**src/rtl/playfield_pkg.sv**
```systemverilog
// Shared types, colours, default raster timing and small helper functions
// for the playfield controller.
package playfield_pkg;

    // Game flow states; 2'b11 is unused and recovers to PLAY at the next eof.
    typedef enum logic [1:0] {
        PLAY    = 2'd0,
        CLEAR   = 2'd1,
        RESPAWN = 2'd2
    } state_e;

    // Widest block bus the helper functions and colour table support.
    localparam int MAX_BLK = 16;

    // Default 640x480 raster timing.
    localparam int H_ACTIVE_DEF     = 640;
    localparam int V_ACTIVE_DEF     = 480;
    localparam int H_LAST_DEF       = 799;
    localparam int V_LAST_DEF       = 524;
    localparam int CLEAR_FRAMES_DEF = 60;
    localparam int SCORE_W_DEF      = 14;

    // Object colours, {r,g,b} 4 bits each.
    localparam logic [11:0] BALL_C  = 12'hFFF;
    localparam logic [11:0] PAD_C   = 12'h0CF;
    localparam logic [11:0] WALL_C  = 12'h888;
    localparam logic [11:0] BG_C    = 12'h112;
    localparam logic [11:0] FLASH_C = 12'h532;

    // One colour per block index.
    localparam logic [11:0] BLK_C [MAX_BLK] = '{
        12'hF00, 12'hF80, 12'hFF0, 12'h8F0,
        12'h0F0, 12'h0F8, 12'h08F, 12'h00F,
        12'h80F, 12'hF0F, 12'hF08, 12'hA40,
        12'h4A0, 12'h04A, 12'h666, 12'hCCC
    };

    // Number of set bits in a block vector.
    function automatic logic [4:0] popcount(input logic [MAX_BLK-1:0] v);
        logic [4:0] n;
        n = '0;
        for (int i = 0; i < MAX_BLK; i++) begin
            n = n + {4'd0, v[i]};
        end
        return n;
    endfunction

    // Index of the lowest set bit; 0 when nothing is set.
    function automatic logic [3:0] lowest_set(input logic [MAX_BLK-1:0] v);
        logic [3:0] idx;
        idx = '0;
        for (int i = MAX_BLK - 1; i >= 0; i--) begin
            if (v[i]) begin
                idx = 4'(i);
            end
        end
        return idx;
    endfunction

endpackage

```
**src/rtl/playfield_ctrl_frame_strobe.sv**
```systemverilog
// End-of-frame decode and the once-per-frame move / unbreak strobes.
// Strobes are updated only on pixpulse, so each one stays high from the
// clock after eof up to and including the next pixpulse: consumers that
// qualify with pixpulse see exactly one pulse, at pixel (0,0).
module frame_strobe
    import playfield_pkg::*;
#(
    parameter int H_LAST = H_LAST_DEF,
    parameter int V_LAST = V_LAST_DEF
) (
    input  logic       clk,
    input  logic       rst,
    input  logic       pixpulse,
    input  logic [9:0] hcount,
    input  logic [9:0] vcount,
    input  state_e     state,
    output logic       eof,
    output logic       move,
    output logic       unbreak
);

    logic move_q, move_d;
    logic unbreak_q, unbreak_d;

    assign eof = pixpulse && (hcount == 10'(H_LAST)) && (vcount == 10'(V_LAST));

    // Next strobe values: sampled against the state in force at eof.
    always_comb begin
        move_d    = move_q;
        unbreak_d = unbreak_q;
        if (pixpulse) begin
            move_d    = eof && (state == PLAY);
            unbreak_d = eof && (state == RESPAWN);
        end
    end

    // Strobe registers.
    always_ff @(posedge clk or posedge rst) begin
        if (rst) begin
            move_q    <= 1'b0;
            unbreak_q <= 1'b0;
        end else begin
            move_q    <= move_d;
            unbreak_q <= unbreak_d;
        end
    end

    assign move    = move_q;
    assign unbreak = unbreak_q;

endmodule

```
**src/rtl/playfield_ctrl.sv**
```systemverilog
// Playfield arbiter: merges object draw flags into the shared empty signal,
// sequences play / clear / respawn, keeps score and level, and produces the
// registered pixel colour.
//
//   state   | meaning
//   --------+-----------------------------------------------------------
//   PLAY    | normal play, move issued every frame
//   CLEAR   | all blocks broken, background flashes for CLEAR_FRAMES
//   RESPAWN | one frame boundary left; unbreak issued, move withheld
module playfield_ctrl
    import playfield_pkg::*;
#(
    parameter int NBLK         = 8,
    parameter int H_ACTIVE     = H_ACTIVE_DEF,
    parameter int V_ACTIVE     = V_ACTIVE_DEF,
    parameter int H_LAST       = H_LAST_DEF,
    parameter int V_LAST       = V_LAST_DEF,
    parameter int CLEAR_FRAMES = CLEAR_FRAMES_DEF,
    parameter int SCORE_W      = SCORE_W_DEF
) (
    input  logic               clk,
    input  logic               rst,
    input  logic               pixpulse,
    input  logic [9:0]         hcount,
    input  logic [9:0]         vcount,
    input  logic               draw_ball,
    input  logic               draw_paddle,
    input  logic               draw_walls,
    input  logic [NBLK-1:0]    draw_block,
    input  logic [NBLK-1:0]    broken,
    output logic               empty,
    output logic               move,
    output logic               unbreak,
    output logic [11:0]        rgb,
    output logic [SCORE_W-1:0] score,
    output logic [3:0]         level,
    output logic [1:0]         state_o
);

    // Extra headroom so score plus a full burst never wraps before the clamp.
    localparam int SUM_W = SCORE_W + 6;
    localparam logic [SCORE_W-1:0] SCORE_MAX = {SCORE_W{1'b1}};

    state_e              state_q, state_d;
    logic [7:0]          frame_cnt_q, frame_cnt_d;
    logic [3:0]          level_q, level_d;
    logic [NBLK-1:0]     broken_q, broken_d;
    logic [SCORE_W-1:0]  score_q, score_d;
    logic [11:0]         rgb_q, rgb_d;

    logic                eof;
    logic [NBLK-1:0]     newly;
    logic [4:0]          new_cnt;
    logic [SUM_W-1:0]    score_sum;
    logic                in_active;

    // Neighbour sampling needs this in the same cycle as hcount/vcount.
    assign empty = ~(draw_ball | draw_paddle | draw_walls | (|draw_block));

    frame_strobe #(
        .H_LAST (H_LAST),
        .V_LAST (V_LAST)
    ) u_frame_strobe (
        .clk      (clk),
        .rst      (rst),
        .pixpulse (pixpulse),
        .hcount   (hcount),
        .vcount   (vcount),
        .state    (state_q),
        .eof      (eof),
        .move     (move),
        .unbreak  (unbreak)
    );

    // Game-flow next state; only an eof can move the state machine.
    always_comb begin
        state_d     = state_q;
        frame_cnt_d = frame_cnt_q;
        level_d     = level_q;
        if (eof) begin
            case (state_q)
                PLAY: begin
                    if (&broken) begin
                        state_d     = CLEAR;
                        frame_cnt_d = '0;
                        level_d     = level_q + 4'd1;
                    end
                end
                CLEAR: begin
                    frame_cnt_d = frame_cnt_q + 8'd1;
                    if (frame_cnt_q == 8'(CLEAR_FRAMES - 1)) begin
                        state_d = RESPAWN;
                    end
                end
                RESPAWN: begin
                    state_d = PLAY;
                end
                default: begin
                    state_d = PLAY;
                end
            endcase
        end
    end

    // Newly broken blocks only; blocks restored by unbreak fall 1->0 and
    // contribute nothing.
    assign newly     = broken & ~broken_q;
    assign new_cnt   = popcount(MAX_BLK'(newly));
    assign score_sum = SUM_W'(score_q) + SUM_W'(new_cnt);

    // Score and broken history, advanced once per pixel.
    always_comb begin
        broken_d = broken_q;
        score_d  = score_q;
        if (pixpulse) begin
            broken_d = broken;
            if (score_sum > SUM_W'(SCORE_MAX)) begin
                score_d = SCORE_MAX;
            end else begin
                score_d = score_sum[SCORE_W-1:0];
            end
        end
    end

    assign in_active = (hcount < 10'(H_ACTIVE)) && (vcount < 10'(V_ACTIVE));

    // Pixel colour by object priority, one pixel of latency.
    always_comb begin
        rgb_d = rgb_q;
        if (pixpulse) begin
            if (!in_active) begin
                rgb_d = '0;
            end else if (draw_ball) begin
                rgb_d = BALL_C;
            end else if (draw_paddle) begin
                rgb_d = PAD_C;
            end else if (draw_walls) begin
                rgb_d = WALL_C;
            end else if (|draw_block) begin
                rgb_d = BLK_C[lowest_set(MAX_BLK'(draw_block))];
            end else if ((state_q == CLEAR) && frame_cnt_q[3]) begin
                rgb_d = FLASH_C;
            end else begin
                rgb_d = BG_C;
            end
        end
    end

    // State machine and datapath registers.
    always_ff @(posedge clk or posedge rst) begin
        if (rst) begin
            state_q     <= PLAY;
            frame_cnt_q <= '0;
            level_q     <= '0;
            broken_q    <= '0;
            score_q     <= '0;
            rgb_q       <= '0;
        end else begin
            state_q     <= state_d;
            frame_cnt_q <= frame_cnt_d;
            level_q     <= level_d;
            broken_q    <= broken_d;
            score_q     <= score_d;
            rgb_q       <= rgb_d;
        end
    end

    assign rgb     = rgb_q;
    assign score   = score_q;
    assign level   = level_q;
    assign state_o = state_q;

endmodule
```
**config.mk**
```make
export PLATFORM = sky130hd
export DESIGN_NAME = playfield_ctrl
export DESIGN_NICKNAME = d
export VERILOG_FILES = /design/src/rtl/playfield_pkg.sv /design/src/rtl/playfield_ctrl_frame_strobe.sv /design/src/rtl/playfield_ctrl.sv
export SDC_FILE = /design/constraint.sdc
export NUM_CORES = 1
export LEC_CHECK = 0
export ABC_CLOCK_PERIOD_IN_PS = 5400
export CORE_UTILIZATION = 49
export CTS_CLUSTER_DIAMETER = 40
export CTS_CLUSTER_SIZE = 12
export DETAILED_ROUTE_END_ITERATION = 16
export PLACE_DENSITY = 0.9
export SYNTH_ARGS = -nofsm -noshare
export SYNTH_HDL_FRONTEND = slang
export SYNTH_SLANG_ARGS = --single-unit
```
**constraint.sdc**
```tcl
create_clock -name clk -period 5.4 [get_ports clk]
set_input_delay 0.54 -clock clk [delete_from_list [all_inputs] [get_ports clk]]
set_output_delay 0.54 -clock clk [all_outputs]
set_load 0.05 [all_outputs]
```
# [Word level (Yosys, flattened, before mapping)]
# Memories as Yosys holds them, arrays and structs flattened.
# Cells that the tools add are included.
[word_totals] n_memories=1 rom_bits=192 register_bits=50 output_inout_bits=35 wordCells=78 in_bits=42
[memory_table] name="(no name shown)" depth=16 width=12 rd=1 rd_clocked_by_memory_dff=0 write_ports=0 line_no="playfield_ctrl.sv:140" source="rgb_d = BLK_C[lowest_set(MAX_BLK'(draw_block))];"
[op_classes] n_reduce_logical=13 eq_ne=7 order_cmp=4 add_sub_neg=10 bitwise=7 n_mux=28
[op_table] operator="12-bit 2-to-1 mux" n=7
[op_table] operator="4-bit 2-to-1 mux" n=13
[op_table] operator="10-bit == test, second input constant" n=2
[op_table] operator="8-bit one-hot mux with 2 select lines" n=1
[op_table] operator="14-bit by 5-bit adder with 15-bit output" n=1
[op_table] operator="5-bit by 1-bit adder with 5-bit output" n=3
[op_table] operator="15-bit by 14-bit greater-than comparator with 1-bit output, second input constant" n=1
[op_table] operator="14-bit 2-to-1 mux" n=1
[op_table] operator="11-bit 2-to-1 mux" n=1
[op_table] operator="10-bit less-than comparator, second input constant" n=1
[op_table] operator="10-bit by 9-bit less-than comparator with 1-bit output, second input constant" n=1
[op_table] operator="10-bit AND reduction" n=1
[op_table] operator="8-bit by 1-bit adder with 8-bit output, second input constant" n=1
[op_table] operator="8-bit AND" n=1
[op_table] operator="8-bit by 6-bit == test with 1-bit output, second input constant" n=1
[op_table] operator="8-bit 2-to-1 mux" n=1
[op_table] operator="8-bit inverter" n=1
[op_table] operator="8-bit AND reduction" n=1
[op_table] operator="8-bit OR reduction" n=1
[op_table] operator="1-bit logical AND" n=6
[op_table] operator="3-bit AND reduction" n=2
[op_table] operator="4-bit by 1-bit adder with 5-bit output" n=1
[op_table] operator="5-bit >= comparator, second input constant" n=1
[op_table] operator="4-bit inverter with 5-bit output" n=1
[op_table] operator="other kinds (14)" n=18

# [Longest topological paths before layout]
# Gate-level depths: netlist of run 1.
[depth] word_depth=23 depth_mapped=14

# [By module]
# A second synthesis of run 1 with hierarchy kept.
[unflattened] hier_cells=281 area_unflattened_um2=2808.9
[by_module_without_submodules] mod="playfield_ctrl" cells_each=265 area_per_inst_um2=2652.5 seq_area_each_um2=1176.1 instances=1
[by_module_without_submodules] mod="frame_strobe" cells_each=16 area_per_inst_um2=156.4 seq_area_each_um2=50.0 instances=1

# [Least setup slack after synthesis of run 1]
# Ideal clock, no wire load.
[synth_path] kind="register to register" start="register score_q[0] (netlist: score[0])" end="register score_q[8] (netlist: score[8])" slack_ps=1344 t_arrival_ps=3928 n_path_buf=0 stages_incl_launch_ff=14 setup_time_ps=128 cell_sequence="dfrtp_1 > fa_1 > inv_1 > fa_1 > inv_1 > fa_1 > fa_1 > inv_1 > fa_1 > nor2b_1 > o21a_1 > o21ai_1 > nor2_1 > mux2_1"
[synth_via] elab_chain_len=3
[synth_rtl] item="from (decl)" line_no="playfield_ctrl.sv:48" source="logic [SCORE_W-1:0] score_q, score_d;"
[synth_rtl] item="from (signal assigned)" line_no="playfield_ctrl.sv:163" source="score_q <= score_d;"
[synth_rtl] item="14-bit by 5-bit adder with 15-bit output (*)" line_no="playfield_ctrl.sv:109" source="assign score_sum = SUM_W'(score_q) + SUM_W'(new_cnt);"
[synth_rtl] item="15-bit by 14-bit greater-than comparator with 1-bit output" line_no="playfield_ctrl.sv:117" source="if (score_sum > SUM_W'(SCORE_MAX)) begin"
[synth_rtl] item="14-bit 2-to-1 mux (*)" line_no="playfield_ctrl.sv:117"
# Every way passes the cells marked *; elsewhere a longest branch is shown, timed or not.
# A chain may end at the register's enable or synchronous reset.

# [Worst setup path in the final report of run 1]
[layout_path] start="input broken[0]" end="register score_q[8] (netlist: score[8])"
[layout_via] elab_chain_len=11
[layout_rtl] item="from (decl)" line_no="playfield_ctrl.sv:30" source="input logic [NBLK-1:0] broken,"
[layout_rtl] item="8-bit AND (*)" line_no="playfield_ctrl.sv:107" source="assign newly = broken & ~broken_q;"
[layout_rtl] item="1-bit by 1-bit adder with 2-bit output (*)" line_no="playfield_pkg.sv:43" source="n = n + {4'd0, v[i]};"
[layout_rtl] item="2-bit by 1-bit adder with 3-bit output (*)" line_no="playfield_pkg.sv:43"
[layout_rtl] item="3-bit by 1-bit adder with 4-bit output (*)" line_no="playfield_pkg.sv:43"
[layout_rtl] item="4-bit by 1-bit adder with 5-bit output (*)" line_no="playfield_pkg.sv:43"
[layout_rtl] item="5-bit by 1-bit adder with 5-bit output (*) (3 in series)" line_no="playfield_pkg.sv:43"
[layout_rtl] item="14-bit by 5-bit adder with 15-bit output (*)" line_no="playfield_ctrl.sv:109"
[layout_rtl] item="15-bit by 14-bit greater-than comparator with 1-bit output" line_no="playfield_ctrl.sv:117"
[layout_rtl] item="14-bit 2-to-1 mux (*)" line_no="playfield_ctrl.sv:117"
# Marked as above.

==> results_dict.tcl, run 1 <==
set metrics [dict create \
    mostFrequentLayoutCell "sky130_fd_sc_hd__clkdlybuf4s50_1" \
    critPathBufInv 4 \
    syn_inst 295 \
    post_cts_resize_count 0 \
    critPathMaxFanout 7 \
    min_delay_path_depth 1 \
    clockBufferDepth 2 \
    final-hold-violation-count 0 \
    slew_violations 0 \
    cp_slowest_stage_delay_ps 520 \
    final.setup.tns_ps 0 \
    clock-root-buffer "sky130_fd_sc_hd__clkbuf_8" \
    cpMostUsedCell "sky130_fd_sc_hd__fa_1" \
    cp_data_required_time_ps 5590 \
    criticalPathCategory "in2reg" \
    crit-reg2reg-launch "score[0]" \
    synth-main-ff-cell "sky130_fd_sc_hd__dfrtp_1" \
    path_delay_family "adder cells" \
    total_grt_overflow 0 \
    syn2layout_area_growth_pct 31.5 \
    power.static_leakage_nw 1.66 \
    rows 27 \
    maxCapViolations 0 \
    syn-cell-area_mm2 0.00288 \
    async_flop_share 1.00 \
    dp_hpwl_um 5090 \
    post_layout_nonfiller_instances 443 \
    grt_setup_unrepaired "no" \
    route.detailed.vias_per_inst 5.88 \
    slowest_stage "sky130_fd_sc_hd__fa_1" \
    drt-initial-drc-count 162 \
    drc 0 \
    end_of_the_worst_hold_path "level[3]" \
    grt_max_degree 50 \
    die_x_um 78.7 \
    num-nets-final 426 \
    finalSetupViolations 0 \
    power.density_cell_area_mw_per_mm2 326 \
    ant_nets 0 \
    cts_made_buffers 5 \
    clk_transition_reported_paths_ps 100 \
    cts_tree "done" \
    r2r_cells 13 \
    globalplace.congestion 0.896 \
    grt_pass1_vias 2462 \
    postSynthRegisterBits 49 \
    timing.hold.worst.class "reg2reg" \
    synth_fp_nets 351 \
    layout_common_cells "76 x sky130_fd_sc_hd__clkdlybuf4s50_1, 49 x sky130_fd_sc_hd__dfrtp_1, 22 x sky130_fd_sc_hd__nor2_1" \
    diodes 0 \
    synth-edff-count 0 \
    clkSinkCount 49 \
    cp_num_cells 15 \
    clk_latency_ps 310 \
    timing.fmax_mhz 222 \
    post_route_cells_drive_above_1_share 0.0728 \
    critPathArrivalTime_ps 4700 \
    ys_warn_count 0 \
    port_buffers 76 \
    slew_headroom 0.328 \
    route.vias.total 2603 \
    result_of_the_run "completed" \
    fillers 444 \
    grt_first_pass_wirelength_um 11200 \
    holdCritStartpoint "level[3]" \
    timing.clock.skew_ps 7.44 \
    synth_cell_types 47 \
    fp.dieArea_mm2 0.00619 \
    r2r-end "score[8]" \
    worstSetupEndpointType "flip-flop" \
    final_min_period_over_clock_period 0.835 \
    placed_cells_incl_taps 435 \
    r2r_slack_ps 1220 \
    antenna_found_initial 0 \
    groute.usage.overall 0.232 \
    synth_seq_area_share 0.426 \
    cp_cell_sequence "clkdlybuf4s50_1 > nor2b_1 > fa_1 > inv_1 > fa_1 > inv_1 > fa_1 > fa_1 > inv_1 > fa_1 > nor2b_1 > o21a_1 > o21ai_1 > nor2_1 > mux2_1" \
    ir_drop_uv 279 \
    postRouteWirelength_um 6740 \
    wire_per_inst_um 15.2 \
    die_height_um 78.7 \
    floorplan.initialDensity 0.517 \
    ioPinCount 77 \
    detailedRoute.firstPassIterationCount 4 \
    worst_setup_path_start_kind "input port" \
    cts_max_level 2 \
    cts-hold-fix-buffers 0 \
    syn_avg_cell_area_um2 9.77 \
    cts.repair_timing.setup_buffer_count 0 \
    finalWorstPathRequiredPeriod_ps 4510 \
    core_area_mm2 0.00557 \
    worst-slew-pin-transition_ps 1010 \
]
worst max path at each step:
stage                     startpoint  endpoint
after global routing       broken[0]  score[8]
after global placement     broken[0]  score[8]
after floorplan             score[0]  score[8]
after CTS                  broken[0]  score[8]
final                      broken[0]  score[8]
after detailed placement   broken[0]  score[8]
per-layer routing:
layer,track usage,share of wire
met5,0,0
met3,0.0314,0.053
met4,0.115,0.022
met1,0.298,0.43
met2,0.383,0.49
sequential cells by signal (all words and copies together), names as in the netlist:
signal	cells
score	14
rgb	11
broken_q	8
frame_cnt_q	8
level	4
state_o	2
u_frame_strobe.move	1
u_frame_strobe.unbreak	1
report_power, final:
part	internal (mW)	switching, mW
Sequential	0.411	0.0502
Combinational	0.234	0.320
Clock	0.0915	0.129
Total	0.737	0.499
kinds of logic (layout without fill, tap and decap cells):
logic type      after synthesis  in the layout  share of synthesized area
simple gates                123            123                      0.250
fa+ha+maj                    14             14                     0.0738
flops                        49             49                      0.426
xor+xnor                      6              6                     0.0182
compound gates               56             56                      0.128
mux                          16             16                     0.0625
buf+inv                      31            107                     0.0417
final cells by class:
class                      instances  area [um^2]  area share
multi-input combinational        215         1540       0.405
sequential                        49         1230       0.324
timing repair buffer              77          768       0.203
tap                               72         90.1      0.0238
inverter                          22         82.6      0.0218
clock buffer                       6         72.6      0.0191
clock inverter                     2         15.0     0.00396
through the flow:
step / hold slack [ps] / util / setup WS (ps) / area (um^2) / total power, mW
2_1_floorplan: 468 / - / 1340 / 2880 / 0.838
3_3_place_gp: 470 / 0.664 / 732 / 3700 / 0.996
3_5_place_dp: 466 / 0.664 / 575 / 3700 / 1.02
4_1_cts: 492 / 0.680 / 918 / 3790 / 1.24
5_1_grt: 503 / 0.680 / 692 / 3790 / 1.31
6_report: 489 / 0.680 / 889 / 3790 / 1.24
cells in the mapped netlist (all sizes together), types with 4 or more instances:
master  number  area [um^2]
dfrtp       49         1230
inv         22         82.6
nor2        22         82.6
nand2       21         78.8
mux2        16          180
o22ai       13         81.3
nor2b       12         75.1
o21ai       12         60.1
nand4       11         68.8
and3        10         62.6
ha           9          113
clkbuf       8         30.0
nand3        8         40.0
nor3         8         40.0
a21oi        7         35.0
nand4b       6         67.6
nor4         6         52.6
fa           5          100
nand2b       5         38.8
nor3b        4         30.0
or4          4         30.0
worst register-to-register path: stages (launching register included):
cell                      delay (ps)
sky130_fd_sc_hd__dfrtp_1         450
sky130_fd_sc_hd__fa_1            570
sky130_fd_sc_hd__inv_1            60
sky130_fd_sc_hd__fa_1            520
sky130_fd_sc_hd__inv_1            60
sky130_fd_sc_hd__fa_1            510
sky130_fd_sc_hd__fa_1            460
sky130_fd_sc_hd__inv_1            90
sky130_fd_sc_hd__fa_1            210
sky130_fd_sc_hd__nor2b_1          60
sky130_fd_sc_hd__o21a_1          190
sky130_fd_sc_hd__o21ai_1         410
sky130_fd_sc_hd__nor2_1          140
sky130_fd_sc_hd__mux2_1          340
(Power assumes the default switching activity.)
==> inputs of run 2 (changes only) <==
Settings changed: ABC_CLOCK_PERIOD_IN_PS 5400 to 4090, CORE_UTILIZATION 49 to 44, PLACE_DENSITY 0.9 to 0.86.
Clock period 5.4 ns to 4.09 ns, I/O delays scaled along.
==> run 2 against run 1 <==
Compared with the run above: first-iteration DRC count down 39%; clock skew down 3.9 ps; critical path type unchanged; global-route usage down 2.1 points; critical path depth unchanged; clock power up 32%; largest power group unchanged; die area up 11%; setup slack worse by 780 ps; utilization down 6.9 points.
==> results_dict.tcl, run 2 (synthesis results as in run 1) <==
set metrics [dict create \
    route.vias.total 2550 \
    grt_first_pass_wirelength_um 11600 \
    grt_max_degree 50 \
    number_of_flip_flops_under_the_largest_register_name 14 \
    grt.met3_usage 0.0517 \
    critPathMaxFanout 6 \
    floorplan.initialDensity 0.454 \
    detailedRoute.firstPassIterationCount 4 \
    die_x_um 82.9 \
    ioPinCount 77 \
    finalSetupViolations 0 \
    layout_common_cells "76 x sky130_fd_sc_hd__clkdlybuf4s50_1, 49 x sky130_fd_sc_hd__dfrtp_1, 21 x sky130_fd_sc_hd__nor2_1, 21 x sky130_fd_sc_hd__nand2_1, 20 x sky130_fd_sc_hd__inv_1" \
    ant_nets 0 \
    fillers 520 \
    dp_hpwl_um 5290 \
    port_buffers 76 \
    ir_drop_uv 299 \
    final_min_period_over_clock_period 0.973 \
    post-layout-total-power_mw 1.67 \
    gr-max-usage-layer "met2" \
    worst-slew-pin-transition_ps 1020 \
    cts_max_level 2 \
    drc 0 \
    met2_usage 0.354 \
    antenna_found_initial 0 \
    total_grt_overflow 0 \
    diodes 0 \
    power.static_leakage_nw 1.70 \
    syn2layout_area_growth_pct 34.5 \
    final-hold-violation-count 0 \
    dp_slack_ps -506 \
    layout_setup_ws_ps 109 \
    drt-initial-drc-count 99 \
    finalWorstPathRequiredPeriod_ps 3980 \
    rows 29 \
    core_area_mm2 0.00635 \
    globalRouteMet1Util 0.270 \
    route.detailed.vias_per_inst 5.60 \
    clockBufferDepth 2 \
    post_route_cells_drive_above_1_share 0.106 \
    worst_setup_path_start_kind "input port" \
    worstSetupEndpointType "flip-flop" \
    maxCapViolations 0 \
    cp_data_required_time_ps 4290 \
    grt_pass1_vias 2448 \
    cts_made_buffers 5 \
    criticalPathCategory "in2reg" \
    slew_headroom 0.318 \
    timing.hold.worst.class "reg2reg" \
    wire_per_inst_um 15.5 \
    timing.clock.skew_ps 3.56 \
    clock-root-buffer "sky130_fd_sc_hd__clkbuf_8" \
    power.density_cell_area_mw_per_mm2 432 \
    timing.fmax_mhz 251 \
    postRouteWirelength_um 7050 \
    clk_transition_reported_paths_ps 90 \
    min_delay_path_depth 1 \
    clkSinkCount 49 \
    cts_tree "done" \
    die_height_um 82.9 \
    mostFrequentLayoutCell "sky130_fd_sc_hd__clkdlybuf4s50_1" \
    fp.dieArea_mm2 0.00688 \
    groute.usage.overall 0.211 \
    clk_latency_ps 310 \
    globalplace.congestion 0.860 \
    cts-hold-fix-buffers 0 \
    result_of_the_run "completed" \
    critPathArrivalTime_ps 4180 \
    slew_violations 0 \
    r2r_cells 13 \
    num-nets-final 433 \
]
==> run 2: power by group <==
group	switching (mW)	internal [mW]	leakage, nW
Sequential	0.0645	0.543	0.639
Clock	0.171	0.118	0.0439
Combinational	0.439	0.337	1.02
==> run 2: final timing paths <==
check                            endpoint  slack (ps)      start
min reg2reg                      level[3]         480   level[3]
max reg2reg                      score[6]         290   score[0]
max                              score[6]         110  broken[0]
max in group asynchronous  frame_cnt_q[2]        2800        rst
min in group asynchronous       score[13]         660        rst
min                              level[3]         480   level[3]
==> run 2: cell type report <==
class                   instances  area (um^2)  share of cell area
clock inverters                 3         17.5             0.00452
repair buffers                 84          825               0.213
well taps                      77         96.3              0.0249
flip-flops and latches         49         1230               0.316
clock buffers                   5         68.8              0.0178
inverters                      22         82.6              0.0213
multi-input cells             215         1560               0.403
==> run 2: worst max-delay path, cell delays in order <==
cell	delay, ps
sky130_fd_sc_hd__clkdlybuf4s50_1	430
sky130_fd_sc_hd__nor2b_1	150
sky130_fd_sc_hd__fa_1	490
sky130_fd_sc_hd__inv_1	50
sky130_fd_sc_hd__fa_1	520
sky130_fd_sc_hd__inv_1	50
sky130_fd_sc_hd__fa_1	460
sky130_fd_sc_hd__fa_2	370
sky130_fd_sc_hd__inv_1	90
sky130_fd_sc_hd__fa_2	220
sky130_fd_sc_hd__nor2b_1	50
sky130_fd_sc_hd__o21a_2	220
sky130_fd_sc_hd__o21ai_4	270
sky130_fd_sc_hd__nor2_1	80
sky130_fd_sc_hd__mux2_1	320
==> run 2: routing by layer <==
metal	wire [um]	share of wire
met1	3060	0.43
met2	3530	0.50
met3	355	0.050
met4	100	0.014
met5	0	0
==> run 2: repair_timing <==
| action | in CTS | in global routing |
|---|---|---|
| resized for setup | 3 | 6 |
| endpoints found under the setup margin | 5 | 11 |
| pin swaps | 0 | 3 |
| buffers inserted | 0 | 0 |
| gates cloned | 0 | 0 |
==> run 2: metrics by stage <==
step | cell area, um^2 | utilization | hold slack [ps] | cells | TNS [ps]
2_1_floorplan | 2880 | - | 468 | 295 | 0
3_3_place_gp | 3760 | 0.592 | 462 | 447 | -2410
3_5_place_dp | 3760 | 0.592 | 470 | 447 | -3840
4_1_cts | 3860 | 0.608 | 488 | 455 | 0
5_1_grt | 3880 | 0.610 | 519 | 455 | -22.3
6_report | 3880 | 0.610 | 485 | 455 | 0
